==> src/rtl/fnd_source_scheduler.sv <==
// FND source scheduler: picks which source drives the 4-digit display, with timed overlays and blink.
// Optional leading-zero blanking is enabled by defining FND_LZ_BLANK_EN.
module fnd_source_scheduler #(
  parameter int CLK_PER_MS = 100000,
  parameter int HOLD_MS    = 3000,
  parameter int BLINK_MS   = 500,
  parameter int MAX_VAL    = 9999
) (
  input  logic        clk,
  input  logic        reset,
  input  logic [1:0]  mode,
  input  logic [1:0]  air_state,
  input  logic [55:0] src_data,
  input  logic [3:0]  ovl_req,
  input  logic [3:0]  blink_mask,
  output logic [3:0]  ovl_ack,
  output logic [13:0] disp_data,
  output logic [1:0]  disp_src,
  output logic [3:0]  disp_blank,
  output logic        overlay_active
);

  localparam int MSW = (CLK_PER_MS > 1) ? $clog2(CLK_PER_MS) : 1;
  localparam int HW  = (HOLD_MS > 1) ? $clog2(HOLD_MS) : 1;
  localparam int BW  = (BLINK_MS > 1) ? $clog2(BLINK_MS) : 1;
  localparam logic [MSW-1:0] MS_LAST    = MSW'(CLK_PER_MS - 1);
  localparam logic [HW-1:0]  HOLD_LAST  = HW'(HOLD_MS - 1);
  localparam logic [BW-1:0]  BLINK_LAST = BW'(BLINK_MS - 1);
  localparam logic [13:0]    MAX14      = 14'(MAX_VAL);

  typedef enum logic {BASE, OVERLAY} state_t;

  state_t         state, state_n;
  logic [1:0]     winner, winner_n;
  logic [3:0]     pending, pending_n;
  logic [HW-1:0]  hold_cnt, hold_n;
  logic [MSW-1:0] ms_cnt;
  logic           ms_tick;
  logic [BW-1:0]  blink_cnt, blink_cnt_n;
  logic           phase, phase_n;
  logic           mask_nz_q, blink_start;
  logic [3:0]     ack_n, cand;
  logic [1:0]     req_lo, base_src, shown_n;
  logic [13:0]    src [4];
  logic [13:0]    sel_val, sat_val;
  logic [3:0]     blank_n;

  function automatic logic [1:0] lowest(input logic [3:0] v);
    if (v[0])      return 2'd0;
    else if (v[1]) return 2'd1;
    else if (v[2]) return 2'd2;
    else           return 2'd3;
  endfunction

  function automatic logic [3:0] onehot(input logic [1:0] i);
    return 4'b0001 << i;
  endfunction

  for (genvar g = 0; g < 4; g++) begin : g_src
    assign src[g] = src_data[g*14 +: 14];
  end

  assign ms_tick     = (ms_cnt == MS_LAST);
  assign blink_start = (|blink_mask) & ~mask_nz_q;

  always_comb begin
    base_src = 2'd2;
    case (mode)
      2'b00:   base_src = 2'd0;
      2'b01:   base_src = 2'd1;
      2'b10:   base_src = (air_state == 2'b11) ? 2'd3 : 2'd2;
      default: base_src = 2'd2;
    endcase
  end

  // Overlay arbitration: lower index preempts, higher index queues, expiry chains straight into the next pending source.
  always_comb begin
    state_n   = state;
    winner_n  = winner;
    pending_n = pending;
    hold_n    = hold_cnt;
    ack_n     = '0;
    req_lo    = lowest(ovl_req);
    cand      = ovl_req | pending;
    case (state)
      BASE: begin
        if (|cand) begin
          state_n   = OVERLAY;
          winner_n  = lowest(cand);
          pending_n = cand & ~onehot(winner_n);
          ack_n     = onehot(winner_n);
          hold_n    = '0;
        end
      end
      default: begin
        if ((|ovl_req) && (req_lo <= winner)) begin
          winner_n  = req_lo;
          pending_n = (pending | ovl_req) & ~onehot(req_lo);
          ack_n     = onehot(req_lo);
          hold_n    = '0;
        end else begin
          pending_n = pending | ovl_req;
          if (ms_tick) begin
            if (hold_cnt == HOLD_LAST) begin
              hold_n = '0;
              if (|pending_n) begin
                winner_n  = lowest(pending_n);
                pending_n = pending_n & ~onehot(winner_n);
                ack_n     = onehot(winner_n);
              end else begin
                state_n = BASE;
              end
            end else begin
              hold_n = hold_cnt + 1'b1;
            end
          end
        end
      end
    endcase
  end

  always_comb begin
    blink_cnt_n = blink_cnt;
    phase_n     = phase;
    if (blink_start) begin
      blink_cnt_n = '0;
      phase_n     = 1'b0;
    end else if (ms_tick) begin
      if (blink_cnt == BLINK_LAST) begin
        blink_cnt_n = '0;
        phase_n     = ~phase;
      end else begin
        blink_cnt_n = blink_cnt + 1'b1;
      end
    end
  end

  // Outputs are computed from next-state so they change on the same edge as the state itself.
  always_comb begin
    shown_n = (state_n == OVERLAY) ? winner_n : base_src;
    sel_val = src[shown_n];
    sat_val = (sel_val > MAX14) ? MAX14 : sel_val;
    blank_n = blink_mask & {4{phase_n}};
`ifdef FND_LZ_BLANK_EN
    blank_n = blank_n | {sat_val < 14'd1000, sat_val < 14'd100, sat_val < 14'd10, 1'b0};
`endif
  end

  always_ff @(posedge clk or posedge reset) begin
    if (reset) begin
      state          <= BASE;
      winner         <= '0;
      pending        <= '0;
      hold_cnt       <= '0;
      ms_cnt         <= '0;
      blink_cnt      <= '0;
      phase          <= 1'b0;
      mask_nz_q      <= 1'b0;
      ovl_ack        <= '0;
      disp_data      <= '0;
      disp_src       <= '0;
      disp_blank     <= '0;
      overlay_active <= 1'b0;
    end else begin
      state          <= state_n;
      winner         <= winner_n;
      pending        <= pending_n;
      hold_cnt       <= hold_n;
      ms_cnt         <= ms_tick ? '0 : ms_cnt + 1'b1;
      blink_cnt      <= blink_cnt_n;
      phase          <= phase_n;
      mask_nz_q      <= |blink_mask;
      ovl_ack        <= ack_n;
      disp_data      <= sat_val;
      disp_src       <= shown_n;
      disp_blank     <= blank_n;
      overlay_active <= (state_n == OVERLAY);
    end
  end

endmodule

==> config.mk <==
export PLATFORM = sky130hd
export DESIGN_NAME = fnd_source_scheduler
export DESIGN_NICKNAME = d
export VERILOG_FILES = /design/src/rtl/fnd_source_scheduler.sv
export SDC_FILE = /design/constraint.sdc
export NUM_CORES = 1
export LEC_CHECK = 0
export ABC_AREA = 1
export BUFFER_PORTS_ARGS = -buffer_cell sky130_fd_sc_hd__buf_2
export CORE_AREA = 10 10 86 125
export DETAILED_ROUTE_END_ITERATION = 8
export DIE_AREA = 0 0 96 135
export PLACE_DENSITY = 0.75
export SKIP_CTS_REPAIR_TIMING = 1
export SYNTH_ARGS = -nofsm -noshare
export SYNTH_HDL_FRONTEND = slang
export SYNTH_SLANG_ARGS = --single-unit
==> constraint.sdc <==
create_clock -name clk -period 2.5 [get_ports clk]
set_input_delay 0 -clock clk [delete_from_list [all_inputs] [get_ports clk]]
set_output_delay 0 -clock clk [all_outputs]
set_load 0.01 [all_outputs]
==> metrics.txt <==
P_leak=0.00293 uW; post-DP HPWL=8400 um; FF-to-FF Start=winner[1]$_DFF_PP0_; Post-Syn Nets=622; PwrDens=938 nW/um^2; Post-synth EDFFs=0; DRC viols=0; Hold Crit Class=in -> reg; Final min period=2700 ps; Pre-antenna DRT Iters=5; worst-path maximum fanout=7; synthesized area=4090 sq um; largest net degree at the start of global routing=36; first-pass GRT wire length=18000 um; instance count of the mapped netlist=547; Ys Warns=0; status=finished with violations; Fmax achieved=370 MHz; DIE AREA=13000 sq um; gr ovfl total=0; placed inst area=4900 sq um; critical-path cell list=inv_1 > ha_1 > inv_1 > nor2_1 > o21ai_2 > nand2_2 > o21ai_0 > inv_1 > nand2_1 > nand2_2 > nand2_8 > buf_6 > nand3_1 > nand3_1 > nand2_2 > nor2_1 > nand2_1 > nand2_2 > nand2_4 > nand2_8 > nand2_1; CP required=2720 ps; Crit. End Element=register; clock sink count=71; nets@finish=770; maximum buffer depth of the clock tree=2; hold slack=8.78 ps; Port Buf Inserts=94; Worst Path Class, Setup=reg -> reg; Reg2Reg Setup Slack=-200 ps; Antenna Cells=0; Die Wd=96 um; Setup crit start=winner[1]$_DFF_PP0_; Initial Utilization=48.6%; final setup fails=13; die height=135 um; max_slew headroom=54.2%; post-synth cell types=41; CTS buffer count=9; placed insts=775; final worst-path cycle share=108%; WP data arrival=2930 ps; RSZ-0062 raised after global routing=yes; ys async rst share=100%; post-route ant nets=0; CP Capture Point=disp_data[0]$_DFF_PP0_; pre-CTS setup slack=-184 ps; drt wl/cell=14.0 um; Mapped Avg Cell Area=7.48 sq um; cell repeated most along the worst path=nand2_2; GRT Util Overall=17.1%; Area contributors post-synth=dfrtp_1 43%, nand2_1 11%, inv_1 9.9%; antenna violations before repair=0; Setup TNS=-2380 ps; gpl congestion=0.925; CP max stage delay=340 ps; routed vias/inst=5.09; Final Max Slew Viols=0; final number of hold-violating endpoints=0; Critical Path Start Type=register; Via Count=4105; Max Cap Viol=0; final WL=11300 um; clock skew=6.69 ps; area share of the largest cell type after synthesis=43.5%; Reg clk slew, reported paths=50 ps; DRT iter0 DRCs=196; CTS tree=yes; post-synthesis sequential element count=71; sequential area share after synthesis=43.5%; number of global-route vias before repair=4200; Clock Tree Root=clkbuf_16; core footprint=8410 sq um; top_reg_cell synth=dfrtp_1; Finished Layout Cells=807; Worst-Skew Late Latency=330 ps; share of layout cells above drive strength 1=30.1%; # IOs=95; row count=41; area delta synth->final=34.2%; H-tree levels=3; failing checks=setup timing; worst vdd ir=671 uV; slowest cell on the critical path=dfrtp_1; Yosys top cell by area=dfrtp_1; worst reg2reg endpoint=disp_data[0]$_DFF_PP0_; Worst-Margin Slew=685 ps; R2R cell count=21; Final Instance Area=5490 sq um; Final WS setup=-204 ps
[worst max-delay path: cells and delay by family, from the launching register on]
| kind | cells | cell delay (ps) |
|---|---|---|
| AND/OR/NAND/NOR | 14 | 1260 |
| AO/OA/AOI/OAI | 2 | 360 |
| adder cells (fa/ha/maj) | 1 | 300 |
| buffers and inverters | 4 | 340 |
| flip-flops | 1 | 340 |
[state kept, by name, indices dropped and copies added (netlist names)]
| name | flops |
|---|---|
| hold_cnt | 12 |
| phase | 1 |
| mask_nz_q | 1 |
| winner | 2 |
| ovl_ack | 4 |
| disp_blank | 4 |
| disp_data | 14 |
| blink_cnt | 9 |
| pending | 4 |
| disp_src | 2 |
| ms_cnt | 17 |
| state | 1 |
[power breakdown]
| part | internal, uW | switching [uW] |
|---|---|---|
| Combinational | 999 | 1500 |
| Sequential | 1330 | 56.2 |
| Clock | 794 | 466 |
[through the flow]
stage | util, % | total power, uW
after floorplan | - | 2860
after global placement | 58.2 | 3470
after detailed placement | 58.2 | 3530
after CTS | 61.7 | 4790
after global routing | 65.2 | 5480
final | 65.2 | 5150
[logic make-up after synthesis]
kind of cell,Yosys count,synth area share (%)
DFF,71,43.5
adders and majority gates,5,1.53
xor gates and xnor gates,4,0.857
AOI/OAI and AO/OA,75,11.8
and+or+nand+nor,270,30.3
buffers and inverters,122,12.0
[how the worst min path moves through the flow]
stage                  startpoint  cells past startpoint  slack, ps                       to
finish                 ovl_req[1]                      3          9     ovl_ack[1]$_DFF_PP0_
global route           ovl_req[1]                      3         40     ovl_ack[1]$_DFF_PP0_
CTS                         reset                      2       -200      mask_nz_q$_DFF_PP0_
detailed placement          reset                      2        160  disp_data[12]$_DFF_PP0_
global placement            reset                      2        150  disp_data[12]$_DFF_PP0_
floorplan           blink_mask[1]                      2        130  disp_blank[1]$_DFF_PP0_
[area by class of cell]
type                    instances  area [sq um]
clock inverters                 4          45.0
well taps                     107           134
flip-flops and latches         71          1780
clock buffers                  12           246
multi-input cells             356          1960
fillers                       716          2920
repair buffers                144           897
inverters                     113           432
[cells in the final DEF (no fill, tap or decap), types with 4 or more instances in the layout]
cell type	count
xor2_1	4
nand2_1	106
nand4_1	6
buf_4	38
dfrtp_1	71
nor4_1	4
a211oi_1	4
nand3_1	39
dlygate4sd3_1	5
clkbuf_16	9
nand3_2	4
nand2_4	6
buf_6	5
a21oi_1	27
o21ai_0	13
o21ai_1	5
a32o_1	5
inv_2	5
nand3b_1	4
buf_2	94
inv_1	106
o21ai_2	4
nand2_2	15
ha_1	4
nor2_2	7
nor2_4	4
nor3_1	17
nor2_1	52
[cells in the mapped netlist, types with 2 or more instances]
master and instances:
nand3_1 42, o21ai_0 15, buf_6 4, nand2_4 5, xor2_1 4, nor2_4 3, inv_2 5, o21ai_2 2
nor2_2 4, a32o_1 5, o22ai_1 3, a211oi_1 4, nand4_1 6, dfrtp_1 71, a21oi_1 27, o31ai_1 2
nor2_1 56, o21ai_1 5, a221oi_1 2, nor3_1 18, nand2_1 116, a31oi_1 3, ha_1 5, nor4_1 4
nand3b_1 4, nand2_2 7, buf_2 3, or2_2 2, inv_1 108
[per-layer routing]
layer,vias to the layer above,GRT usage [%],share of wire (%)
met5,-,0,0
met1,1916,17.9,39
met3,22,5.27,5.1
li1,2040,-,-
met2,127,30.3,53
met4,0,6.66,2.6
No activity file was read; power rests on OpenSTA's default activity.
